**config.mk**
```make
export PLATFORM = sky130hd
export DESIGN_NAME = load_store_unit_flat
export DESIGN_NICKNAME = d
export VERILOG_FILES = /design/src/rtl/load_store_unit_if.sv /design/src/rtl/load_store_unit.sv /design/src/flat_wrapper.sv
export SDC_FILE = /design/constraint.sdc
export NUM_CORES = 1
export LEC_CHECK = 0
export CAP_MARGIN = 20
export CORE_ASPECT_RATIO = 1.5
export CORE_UTILIZATION = 40
export CTS_CLUSTER_DIAMETER = 50
export DETAILED_ROUTE_END_ITERATION = 16
export PLACE_DENSITY = 0.7
export SETUP_SLACK_MARGIN = 0.05
export SYNTH_ARGS = -nofsm -noshare
export SYNTH_HDL_FRONTEND = slang
export SYNTH_SLANG_ARGS = --single-unit
```
**constraint.sdc**
```tcl
create_clock -name clk -period 2.6 [get_ports clk]
set_input_delay 0.65 -clock clk [delete_from_list [all_inputs] [get_ports clk]]
set_output_delay 0.65 -clock clk [all_outputs]
set_load 0.05 [all_outputs]
```
**src/rtl/load_store_unit_if.sv**
```systemverilog
// Bus bundle between the CPU execute stage, the load/store unit and the data
// memory.
//   req_*   : request handshake from the CPU (valid/ready)
//   resp_*  : single-cycle completion pulse back to the CPU
//   mem_*   : data-memory strobes; mem_rdata is valid one cycle after mem_read
// Modports:
//   slave  : the load/store unit. It accepts requests and drives the memory.
//   master : the CPU and memory side, for example a testbench.
interface load_store_unit_if;
    logic        req_valid;
    logic        req_ready;
    logic        req_we;
    logic [1:0]  req_size;
    logic        req_signed;
    logic [31:0] req_addr;
    logic [31:0] req_wdata;
    logic        resp_valid;
    logic [31:0] resp_rdata;
    logic        resp_err;
    logic        mem_read;
    logic        mem_write;
    logic [31:0] mem_addrs;
    logic [31:0] mem_wdata;
    logic [31:0] mem_rdata;

    modport slave (
        input  req_valid, req_we, req_size, req_signed, req_addr, req_wdata,
        output req_ready, resp_valid, resp_rdata, resp_err,
        output mem_read, mem_write, mem_addrs, mem_wdata,
        input  mem_rdata
    );

    modport master (
        output req_valid, req_we, req_size, req_signed, req_addr, req_wdata,
        input  req_ready, resp_valid, resp_rdata, resp_err,
        input  mem_read, mem_write, mem_addrs, mem_wdata,
        output mem_rdata
    );
endinterface

```
**src/rtl/load_store_unit.sv**
```systemverilog
// Load/store unit: the initiator side of the data-memory interface.
// It takes one load or store at a time and drives the data memory, which has a
// 1-cycle registered read latency. Sub-word stores are done as read-modify-write.
// It returns a one-cycle response pulse that carries load data or an error flag.
// Ports:
//   clk   : rising-edge clock, shared with the data memory
//   rst_n : asynchronous active-low reset
//   bus   : load_store_unit_if.slave (request, response and memory signals)
// Parameter:
//   DEPTH_LOG2 : log2 of the memory depth in 32-bit words
module load_store_unit #(
    parameter int DEPTH_LOG2 = 16
) (
    input  logic              clk,
    input  logic              rst_n,
    load_store_unit_if.slave  bus
);
    typedef enum logic [2:0] {IDLE, RD, RD_WAIT, WR, RMW_RD, RMW_WR, ERR} state_t;

    localparam logic [32:0] MEM_WORDS = 33'd1 << DEPTH_LOG2;

    state_t      state;
    logic        we_q, sgn_q;
    logic [1:0]  size_q;
    logic [31:0] addr_q, wdata_q;
    logic        resp_valid_q, resp_err_q;
    logic [31:0] resp_rdata_q;

    logic        req_bad;
    logic [4:0]  bsh, hsh;
    logic [7:0]  lane_b;
    logic [15:0] lane_h;
    logic [31:0] ld_ext, merged, mask;

    // Legality is judged on the live request, so a bad request never reaches memory.
    always_comb begin
        req_bad = 1'b0;
        case (bus.req_size)
            2'b01:   req_bad = bus.req_addr[0];
            2'b10:   req_bad = |bus.req_addr[1:0];
            2'b11:   req_bad = 1'b1;
            default: req_bad = 1'b0;
        endcase
        if ({3'b000, bus.req_addr[31:2]} >= MEM_WORDS) req_bad = 1'b1;
    end

    // Lane extraction for loads and lane merge for sub-word stores. Lanes are
    // little-endian.
    always_comb begin
        bsh    = {addr_q[1:0], 3'b000};
        hsh    = {addr_q[1], 4'b0000};
        lane_b = 8'(bus.mem_rdata >> bsh);
        lane_h = 16'(bus.mem_rdata >> hsh);
        case (size_q)
            2'b00:   ld_ext = {{24{sgn_q & lane_b[7]}}, lane_b};
            2'b01:   ld_ext = {{16{sgn_q & lane_h[15]}}, lane_h};
            default: ld_ext = bus.mem_rdata;
        endcase
        if (size_q == 2'b00) begin
            mask   = 32'h0000_00FF << bsh;
            merged = (bus.mem_rdata & ~mask) | ((32'(wdata_q[7:0]) << bsh) & mask);
        end else begin
            mask   = 32'h0000_FFFF << hsh;
            merged = (bus.mem_rdata & ~mask) | ((32'(wdata_q[15:0]) << hsh) & mask);
        end
    end

    // The strobes decode from the state register only. An asynchronous reset
    // therefore removes them at once, and no partial write can occur.
    assign bus.req_ready  = (state == IDLE);
    assign bus.mem_read   = (state == RD) || (state == RMW_RD);
    assign bus.mem_write  = (state == WR) || (state == RMW_WR);
    assign bus.mem_addrs  = {2'b00, addr_q[31:2]};
    assign bus.resp_valid = resp_valid_q;
    assign bus.resp_err   = resp_err_q;
    assign bus.resp_rdata = resp_rdata_q;

    always_comb begin
        case (state)
            WR:      bus.mem_wdata = wdata_q;
            RMW_WR:  bus.mem_wdata = merged;
            default: bus.mem_wdata = 32'h0;
        endcase
    end

    always_ff @(posedge clk or negedge rst_n) begin
        if (!rst_n) begin
            state        <= IDLE;
            we_q         <= 1'b0;
            sgn_q        <= 1'b0;
            size_q       <= 2'b00;
            addr_q       <= 32'h0;
            wdata_q      <= 32'h0;
            resp_valid_q <= 1'b0;
            resp_err_q   <= 1'b0;
            resp_rdata_q <= 32'h0;
        end else begin
            resp_valid_q <= 1'b0;
            case (state)
                IDLE: if (bus.req_valid) begin
                    we_q    <= bus.req_we;
                    sgn_q   <= bus.req_signed;
                    size_q  <= bus.req_size;
                    addr_q  <= bus.req_addr;
                    wdata_q <= bus.req_wdata;
                    if (req_bad) begin
                        // The error response is issued directly. ERR only
                        // blocks acceptance for that one cycle.
                        state        <= ERR;
                        resp_valid_q <= 1'b1;
                        resp_err_q   <= 1'b1;
                        resp_rdata_q <= 32'h0;
                    end else if (!bus.req_we)        state <= RD;
                    else if (bus.req_size == 2'b10)  state <= WR;
                    else                             state <= RMW_RD;
                end
                RD:      state <= RD_WAIT;
                RMW_RD:  state <= RMW_WR;
                RD_WAIT: begin
                    state        <= IDLE;
                    resp_valid_q <= 1'b1;
                    resp_err_q   <= 1'b0;
                    resp_rdata_q <= ld_ext;
                end
                WR, RMW_WR: begin
                    state        <= IDLE;
                    resp_valid_q <= 1'b1;
                    resp_err_q   <= 1'b0;
                    resp_rdata_q <= 32'h0;
                end
                default: state <= IDLE;
            endcase
        end
    end
endmodule

```
**src/flat_wrapper.sv**
```systemverilog
// flat-port wrapper written by rule: the top's interface ports become plain ports
module load_store_unit_flat 
#(
    parameter int DEPTH_LOG2 = 16
)
  (clk, rst_n, bus_req_valid, bus_req_we, bus_req_size, bus_req_signed, bus_req_addr, bus_req_wdata, bus_req_ready, bus_resp_valid, bus_resp_rdata, bus_resp_err, bus_mem_read, bus_mem_write, bus_mem_addrs, bus_mem_wdata, bus_mem_rdata);
  load_store_unit_if bus_i ();
  input  logic clk;
  input  logic rst_n;
  input wire logic [$bits(bus_i.req_valid)-1:0] bus_req_valid;
  input wire logic [$bits(bus_i.req_we)-1:0] bus_req_we;
  input wire logic [$bits(bus_i.req_size)-1:0] bus_req_size;
  input wire logic [$bits(bus_i.req_signed)-1:0] bus_req_signed;
  input wire logic [$bits(bus_i.req_addr)-1:0] bus_req_addr;
  input wire logic [$bits(bus_i.req_wdata)-1:0] bus_req_wdata;
  output wire logic [$bits(bus_i.req_ready)-1:0] bus_req_ready;
  output wire logic [$bits(bus_i.resp_valid)-1:0] bus_resp_valid;
  output wire logic [$bits(bus_i.resp_rdata)-1:0] bus_resp_rdata;
  output wire logic [$bits(bus_i.resp_err)-1:0] bus_resp_err;
  output wire logic [$bits(bus_i.mem_read)-1:0] bus_mem_read;
  output wire logic [$bits(bus_i.mem_write)-1:0] bus_mem_write;
  output wire logic [$bits(bus_i.mem_addrs)-1:0] bus_mem_addrs;
  output wire logic [$bits(bus_i.mem_wdata)-1:0] bus_mem_wdata;
  input wire logic [$bits(bus_i.mem_rdata)-1:0] bus_mem_rdata;
  assign bus_i.req_valid = bus_req_valid;
  assign bus_i.req_we = bus_req_we;
  assign bus_i.req_size = bus_req_size;
  assign bus_i.req_signed = bus_req_signed;
  assign bus_i.req_addr = bus_req_addr;
  assign bus_i.req_wdata = bus_req_wdata;
  assign bus_req_ready = bus_i.req_ready;
  assign bus_resp_valid = bus_i.resp_valid;
  assign bus_resp_rdata = bus_i.resp_rdata;
  assign bus_resp_err = bus_i.resp_err;
  assign bus_mem_read = bus_i.mem_read;
  assign bus_mem_write = bus_i.mem_write;
  assign bus_mem_addrs = bus_i.mem_addrs;
  assign bus_mem_wdata = bus_i.mem_wdata;
  assign bus_i.mem_rdata = bus_mem_rdata;
  load_store_unit #(.DEPTH_LOG2(DEPTH_LOG2)) u_core (.clk(clk), .rst_n(rst_n), .bus(bus_i));
endmodule
```
# Yosys cells after proc, flatten, opt, wreduce, memory -nomap -nowiden
# Cells that the tools add are included.
# word_totals
ff_bits	104
wordCells	67
# classes
n_lt_le_gt_ge	1
n_eq_ne	11
n_shift	6
n_reduce_logical	12
mux	19
n_bitwise	10
# op_table
operator	n
32-bit bitwise AND	4
32-bit one-hot mux with 2 select lines	2
32-bit 2-to-1 mux	3
32-bit one-hot mux with 3 select lines	1
32-bit inverter	2
32-bit bitwise OR	2
16-bit by 5-bit left shift with 32-bit output	1
16-bit by 5-bit left shift with 32-bit output (first input constant)	1
8-bit by 5-bit left shift with 32-bit output	1
8-bit by 5-bit left shift with 32-bit output (first input constant)	1
32-bit by 5-bit right shift with 16-bit output	1
32-bit by 5-bit right shift with 8-bit output	1
30-bit by 17-bit >= comparator with 1-bit output (second input constant)	1
3-bit 2-to-1 mux	4
3-bit one-hot mux with 3 select lines	1
3-bit by 2-bit equality test with 1-bit output (second input constant)	2
3-bit equality test (second input constant)	2
3-bit AND reduction	2
1-bit 2-to-1 mux	5
2-bit by 1-bit equality test with 1-bit output (second input constant)	2
2-bit equality test (second input constant)	2
1-bit one-hot mux with 2 select lines	2
2-bit OR reduction	2
3-bit by 1-bit equality test with 1-bit output (second input constant)	1
11 further kinds	13

# Depth between registers and ports, before layout
# logic_depth
word_depth	6
depth_mapped	8
ltp_nobuf	4

# Least setup slack after synthesis
# Ideal clock, no wire load.
# synth_timing
path_type	register to output
from	register u_core.size_q[1]
to	output bus_mem_wdata[10]
path_buffers	2
setup_slack_ns	-0.332
t_arrival_ns	2.282
stages_incl_launch_ff	7
path_cell_list	dfrtp_1 -> buf_2 -> nor2_1 -> buf_2 -> nor2_1 -> o21a_1 -> o21ai_0
# synth_between
elab_chain_cells	3
# synth_lines
item	line	rtl
start: declaration	load_store_unit.sv:24	logic [1:0] size_q;
start signal: assignment	load_store_unit.sv:103	size_q <= bus.req_size;
2-bit zero test	load_store_unit.sv:59	if (size_q == 2'b00) begin
32-bit 2-to-1 mux	load_store_unit.sv:59	
32-bit one-hot mux with 2 select lines	load_store_unit.sv:79	case (state)
end: declaration	flat_wrapper.sv:23	output wire logic [$bits(bus_i.mem_wdata)-1:0] bus_mem_wdata;
# No other way between the ends.

# Worst setup path in the final report
# layout_timing
from	register u_core.size_q[0]
to	output bus_mem_wdata[19]
# The elaborated chain is that of the path after synthesis.

==> results.toml <==
[clock_tree]
path_clk_slew_ns = 0.07
cts.sinks = 104
holdBufCountCts = 0
htree_levels = 3
clk_latency_ns = 0.35
cts_tree = "done"
cts_root_buf = "clkbuf_16"
numCtsBuffers = 9
clock_path_buffers = 2

[logic_synthesis]
yosysUniqueCellTypes = 56
synth-edff-count = 0
synthMuxAreaShare_pct = 14.1
synth_largest_area_cell = "dfrtp_1"
synthSimpleGateAreaFrac_pct = 11.4
synth_seq_cells = 104
synth_xor_area_share_pct = 0.152
synth_top_family_by_area = "compound AO/OA/AOI/OAI gates"
async_reset_ff_share_pct = 100
synthFlopType = "dfrtp_1"
synthTopCellsByArea = "dfrtp_1 (45%), mux2_2 (11%), nand2_1 (5.2%)"
seq_area_frac_synth_pct = 45.1
synth_area_mm2 = 0.00577
synth_compound_area_share_pct = 20.3
avgSynthCellArea_um2 = 10.3
synth_adder_area_share_pct = 0
syn_inst = 560
yosysWarnings = 0
synth_top_cell_area_share_pct = 45.1

[global_routing]
grt_pass1_vias = 5189
grt_usage_pct = 24.9
grt_max_degree = 65
antenna_found_initial = 1
grt.overflow.total = 0
grt_pass1_wl_mm = 28.1

[routing]
vias_per_cell = 5.44
avgRoutedWirePerCell_um = 19.4
drt-initial-drc-count = 262
drt-total-wl_mm = 18.3
first_pass_iters = 5
postRouteAntennaNets = 0
vias = 5118
drcViolationCount = 0

[setup_path]
slowest_stage = "dfrtp_1"
crit_start = "u_core.size_q[0]"
cp-end-kind = "output pin"
critPathMaxStageDelay_ns = 0.41
crit_top_cell = "buf_12"
required_ns = 1.95
path_class = "reg -> out"
worstPathMaxFanout = 7
startpoint_type = "register"
cp.arrival_ns = 1.91
rr_startpoint = "u_core.state[1]"
worstPathCellList = "nand2b_2, o21ai_4, buf_12, mux2i_4, o21ai_1, buf_12"

[sta]
relSlewSlack_pct = 55.1
period_share_pct = 98.6
setup_viol = 0
rsz0062_at_grt = "true"
finalClockSkew_ns = 0.00793
slew_violations = 0
worstMarginPinSlew_ns = 0.673
postLayoutSetupSlackWorst_ns = 0.0362
fmax_mhz = 390
holdWs_ns = 0.264
finalHoldViolations = 0
period_minus_slack_ns = 2.56

[final_layout]
drive_above_1_share_pct = 28.5
stdcell_count = 941
n_fill_cell = 1191
ff_latch_area_mm2 = 0.00261
area_growth_pct = 48.2
multiInputGateArea_mm2 = 0.00284
num-nets-final = 846
final_area_mm2 = 0.00855

[power]
ir_drop_mv = 0.749
p_leak_nw = 3.59
power_w = 0.0112
powerDensity_mw_per_mm2 = 1310

[floorplan]
dieArea_mm2 = 0.0149
pin_count = 204
rows = 53
fp.dieW_um = 100
design.core.area_mm2 = 0.0141
die_y_um = 149
initial_core_util_pct = 41.0

[placement]
place_inst = 919
placed_cell_area_mm2 = 0.00802
portBuffers = 201
routabilityCongestion = 0.955
dp_worst_setup_slack_ns = 0.0733
dpl.hpwl_mm = 14.3

[flow_run]
maxCapViolations = 0

[run_status]
outcome = "complete, no violations"

[min_path]
hold_path.class = "in -> async"
area by class of cell:
type                            count  share of cell area (%)
Clock buffer                       12                    2.77
Tap cell                          192                    2.81
Multi-Input combinational cell    373                    33.2
Inverter                           12                   0.527
Antenna cell                        1                  0.0293
Timing Repair Buffer              243                    29.8
Sequential cell                   104                    30.5
Clock inverter                      4                   0.351
power breakdown:
group | switching, W | internal, W | leakage [nW]
combinational | 0.00418 | 0.00284 | 2.18
clock | 0.000608 | 0.000655 | 0.127
sequential | 0.000531 | 0.00235 | 1.28
state kept, by name, indices dropped and copies added, names as in the netlist:
register,cells
u_core.addr_q,32
u_core.bus.resp_err,1
u_core.bus.resp_rdata,32
u_core.bus.resp_valid,1
u_core.sgn_q,1
u_core.size_q,2
u_core.state,3
u_core.wdata_q,32
final timing paths:
path | endpoint | slack [ns] | depth (start not counted)
max | bus_mem_wdata[19] | 0.04 | 6
min | u_core.bus.resp_err | 0.26 | 1
max reg2reg | u_core.bus.resp_rdata[30] | 0.62 | 6
min reg2reg | u_core.bus.resp_err | 0.50 | 1
max in group asynchronous | u_core.addr_q[1] | 1.66 | 2
min in group clk | u_core.bus.resp_err | 0.50 | 1
logic make-up after synthesis:
| group | count (synthesis) |
|---|---|
| AOI/OAI and AO/OA | 162 |
| and+or+nand+nor | 134 |
| DFF | 104 |
| buffers and inverters | 84 |
| muxes | 74 |
| xor gates and xnor gates | 1 |
| other | 1 |
cell usage after synthesis (all sizes together) (2+ instances only):
master and n:
o21ai 62, nand2b 14, nand2 80, a32o 8, clkbuf 8, and2 2
o21a 10, a21oi 18, o211ai 17, dfrtp 104, a22o 8, mux2i 18
inv 12, nand3b 2, nor3 4, a31oi 5, nor2 14, mux2 56
buf 64, and3 7, o22ai 16, nor4 2, a221o 7
through the flow:
step                setup TNS [ns]  util (%)
CTS                              0      59.4
finish                           0      60.8
floorplan                        0         -
global route               -0.0604      60.8
global placement                 0      57.0
detailed placement               0      57.0
cell usage in the layout (no fill, tap or decap), types with 2 or more instances in the layout:
| cell type | count |
|---|---|
| clkdlybuf4s50_1 | 165 |
| dfrtp_1 | 100 |
| nand2_1 | 80 |
| mux2_2 | 56 |
| buf_4 | 45 |
| o21ai_0 | 29 |
| buf_12 | 21 |
| a21oi_1 | 18 |
| o21ai_1 | 16 |
| o22ai_1 | 16 |
| o21ai_2 | 15 |
| nand2b_1 | 13 |
| o211ai_2 | 13 |
| inv_1 | 12 |
| mux2i_1 | 12 |
| buf_6 | 12 |
| nor2_1 | 10 |
| o21a_1 | 9 |
| clkbuf_16 | 9 |
| and3_1 | 7 |
| a22o_4 | 7 |
| a221o_1 | 7 |
| a32o_1 | 6 |
| a31oi_1 | 5 |
| mux2i_4 | 4 |
| o211ai_1 | 4 |
| dfrtp_2 | 4 |
| nor2_2 | 3 |
| clkbuf_1 | 3 |
| nand3b_1 | 2 |
| o21ai_4 | 2 |
| a32o_2 | 2 |
| mux2i_2 | 2 |
| nor3_1 | 2 |
| nor4_1 | 2 |
| conb_1 | 2 |
routing by layer:
layer | vias up | share of wire (%) | global-route usage, %
met4 | 0 | 4.6 | 12.0
met1 | 2463 | 37 | 29.5
met2 | 248 | 52 | 43.5
met3 | 61 | 7.2 | 4.22
met5 | - | 0 | 0
li1 | 2346 | - | -
critical path, delay by kind of cell (launching register included):
family,cells,cell delay [ns]
and+or+nand+nor,1,0.24
buffers and inverters,2,0.35
muxes,1,0.25
DFF,1,0.41
AOI/OAI and AO/OA,2,0.31
what timing repair did:
action,CTS,global route
buffers inserted,0,5
resized for setup,17,37
endpoints found under the setup margin,32,31
pin swaps,0,3
No activity file was read; power rests on OpenSTA's default activity.
==> RTL edit: new RTL, same settings <==
Re-encode `state_t` (7 states) as one-hot, 7 bits wide.
--- a/src/rtl/load_store_unit.sv
+++ b/src/rtl/load_store_unit.sv
@@ -16,5 +16,5 @@
     load_store_unit_if.slave  bus
 );
-    typedef enum logic [2:0] {IDLE, RD, RD_WAIT, WR, RMW_RD, RMW_WR, ERR} state_t;
+    typedef enum logic [6:0] {IDLE = 7'b0000001, RD = 7'b0000010, RD_WAIT = 7'b0000100, WR = 7'b0001000, RMW_RD = 7'b0010000, RMW_WR = 7'b0100000, ERR = 7'b1000000} state_t;
 
     localparam logic [32:0] MEM_WORDS = 33'd1 << DEPTH_LOG2;
Behaviour: no difference found for any inputs over 4 cycles, from zero or initial values and one cycle with rst_n low; so few cycles prove little.
==> RTL edit against the original RTL <==
  * The flow now finishes with violations (negative setup slack)
  * Register-to-register slack got worse by 240 ps
  * Sequential cell count increased by 4
  * Setup slack got worse by 420 ps
  * Design area increased by 3.1%
  * Count of clock-buffer cells in the layout decreased by 2
  * Area after synthesis decreased by 2.3%
  * Wire length decreased by 2.1%
  * Critical endpoint is now bus_mem_wdata[17]
  * Highest routed layer unchanged
Power is not compared: it rests on default switching activity, and its combinational part moved more than twofold at a synthesized area within 25%.
==> RTL edit: results (changes against the original RTL) <==
- Static leakage: 3.86 nW
- Worst hold margin: 277 ps (+13.2 ps)
- Commonest cells in the netlist: dfrtp_1, mux2_2, o21ai_0, nand2_1, buf_4
- TritonCTS Buffers: 9 (unchanged)
- Net Sw Frac: 0.355
- Fraction of layout cells with a size suffix above 1: 0.305 (+0.0198)
- Mux cell area share after synthesis: 0.181 (+0.0408)
- Avg WL per Cell: 20.3 um (+4.5%)
- Total placed cells including tap cells: 861 (-6.3%)
- Synth Instances: 520 (-7.1%)
- IR drop worst, VDD: 0.000500 V
- Post-synth ARST share: 1.00 (unchanged)
- Clk buf depth: 2 (unchanged)
- Setup-failing EPs final: 33 (+33)
- Synth warn: 0 (unchanged)
- Layout Nets: 817 (-3.4%)
- Initial antenna violation count: 0 (-1)
- FF-to-FF setup slack: 380 ps (-240 ps)
- Main area contributors after synthesis: dfrtp_1, mux2_2, buf_4
- Non-Filler Instances: 881 (-6.4%)
- Total gr overflow: 0 (unchanged)
- Top_reg_cell synth: dfrtp_1
- Max transition margin: 0.619 (+0.0676)
- Violated checks: negative setup slack
- Met3 Resource Use GR: 0.0558 (+0.0136)
- Synth unique cells: 44 (-21%)
- Hold Crit Class: in2async
- Final worst-path setup slack: -379 ps (-415 ps)
- Global Route met1 Usage: 0.295 (about the same)
- Outcome: finished with violations
- Reg clk slew, reported paths: 70 ps (about the same)
- Post-DP HPWL: 13800 um (-3.5%)
- Crit-path max FO: 9 (+2)
- Vias per cell: 5.63 (+3.5%)
- R2r startpoint: u_core.state[5]
- Crit path launch type: register
- Port Buffers: 201 (unchanged)
- Largest net degree at the start of global routing: 54 (-17%)
- Vias in the first global route: 5189 (unchanged)
- Synth Area in Adders: 0 (unchanged)
- GPL Wtd Cong: 0.909 (-4.9%)
- Layout Skew: 7.34 ps (-0.598 ps)
- Worst-Skew Late Latency: 350 ps (about the same)
- Sequential-to-total area share from yosys stat: 0.480 (+0.0285)
- Hold_buf cts: 0 (unchanged)
- ANT cells: 0 (-1)
- Grt met2 use: 0.434 (-0.00161)
- # H-tree levels: 3 (unchanged)
- Slew Limit Fails: 0 (unchanged)
- First-pass GRT wire length: 28000 um (-0.35%)
- Total global-route track usage: 0.252 (+0.00276)
- Pre-antenna DRT Iters: 6 (+1)
- Initial drt markers: 329 (+26%)
- Post-synthesis compound-gate area fraction: 0.188 (-0.0148)
- Post-synthesis xor/xnor area fraction: 0.00155 (+0.0000354)
-- RTL edit: cell types whose count changed in the layout (fill, tap and decap cells not counted), sizes merged, moves of 9 or more --
| cell | delta |
|---|---|
| nand2 | -40 |
| a21o | +25 |
| o21ai | -20 |
| mux2 | +17 |
| a22o | +14 |
| o211ai | -13 |
| nand2b | -12 |
| a221oi | +9 |
| o21a | -9 |
-- RTL edit: timing repair --
| action | 4_1_cts | 5_1_grt |
|---|---|---|
| gates resized for setup | 9 | 11 |
| endpoints found under the setup margin | 33 | 34 |
| setup buffers | 1 | 3 |
| pin swaps | 4 | 8 |
-- RTL edit: worst max-delay path, cell delays in order, from the launching register on --
cell     delay (ps)
dfrtp_1         380
or4_4           540
or2_4           260
nor3b_4         170
buf_6           150
buf_8           130
nand2_1         100
o21ai_4          80
buf_12          150
-- RTL edit: final timing paths --
path,cells after the start,to
max in group asynchronous,2,u_core.wdata_q[6]
worst max register to register,7,u_core.bus.resp_rdata[15]
worst min-delay path,1,u_core.addr_q[13]
worst min register to register,1,u_core.bus.resp_rdata[12]
worst max-delay path,8,bus_mem_wdata[17]
min in group clk,1,u_core.bus.resp_rdata[12]
-- RTL edit: cells by family after synthesis --
kind of cell / after synthesis
other: 1
muxes: 93
AOI/OAI and AO/OA: 159
and+or+nand+nor: 80
DFF: 108
buffers and inverters: 78
xor gates and xnor gates: 1
-- RTL edit: routing by layer --
layer | vias up | routed length (um)
met4 | 0 | 660
met3 | 47 | 1250
met5 | - | 0
met2 | 228 | 9190
met1 | 2421 | 6800
li1 | 2265 | -
-- RTL edit: layout make-up --
cell class,count,area [um2]
clock buffers,10,229
repair buffers,246,2750
flip-flops and latches,108,2700
clock inverters,6,63.8
inverters,14,52.6
fillers,1050,4790
multi-input cells,335,2810
well taps,162,203
-- RTL edit: through the flow --
step | cell area [um2] | power, mW | utilization | setup WS (ps) | TNS (ps)
floorplan | 5910 | 3.40 | - | 13.3 | 0
global placement | 8420 | 3.92 | 0.619 | -68.8 | -2410
detailed placement | 8420 | 3.96 | 0.619 | -124 | -3000
CTS | 8750 | 5.34 | 0.643 | -396 | -11980
global route | 8810 | 5.56 | 0.648 | -469 | -14180
finish | 8810 | 5.32 | 0.648 | -379 | -11370
-- RTL edit: power by group through the flow --
stage	sequential (mW)	clock, mW	combinational [mW]
floorplan	2.07	0	1.32
global placement	2.14	0	1.78
detailed placement	2.15	0	1.80
CTS	2.12	1.40	1.82
global route	2.16	1.48	1.92
finish	2.13	1.36	1.82
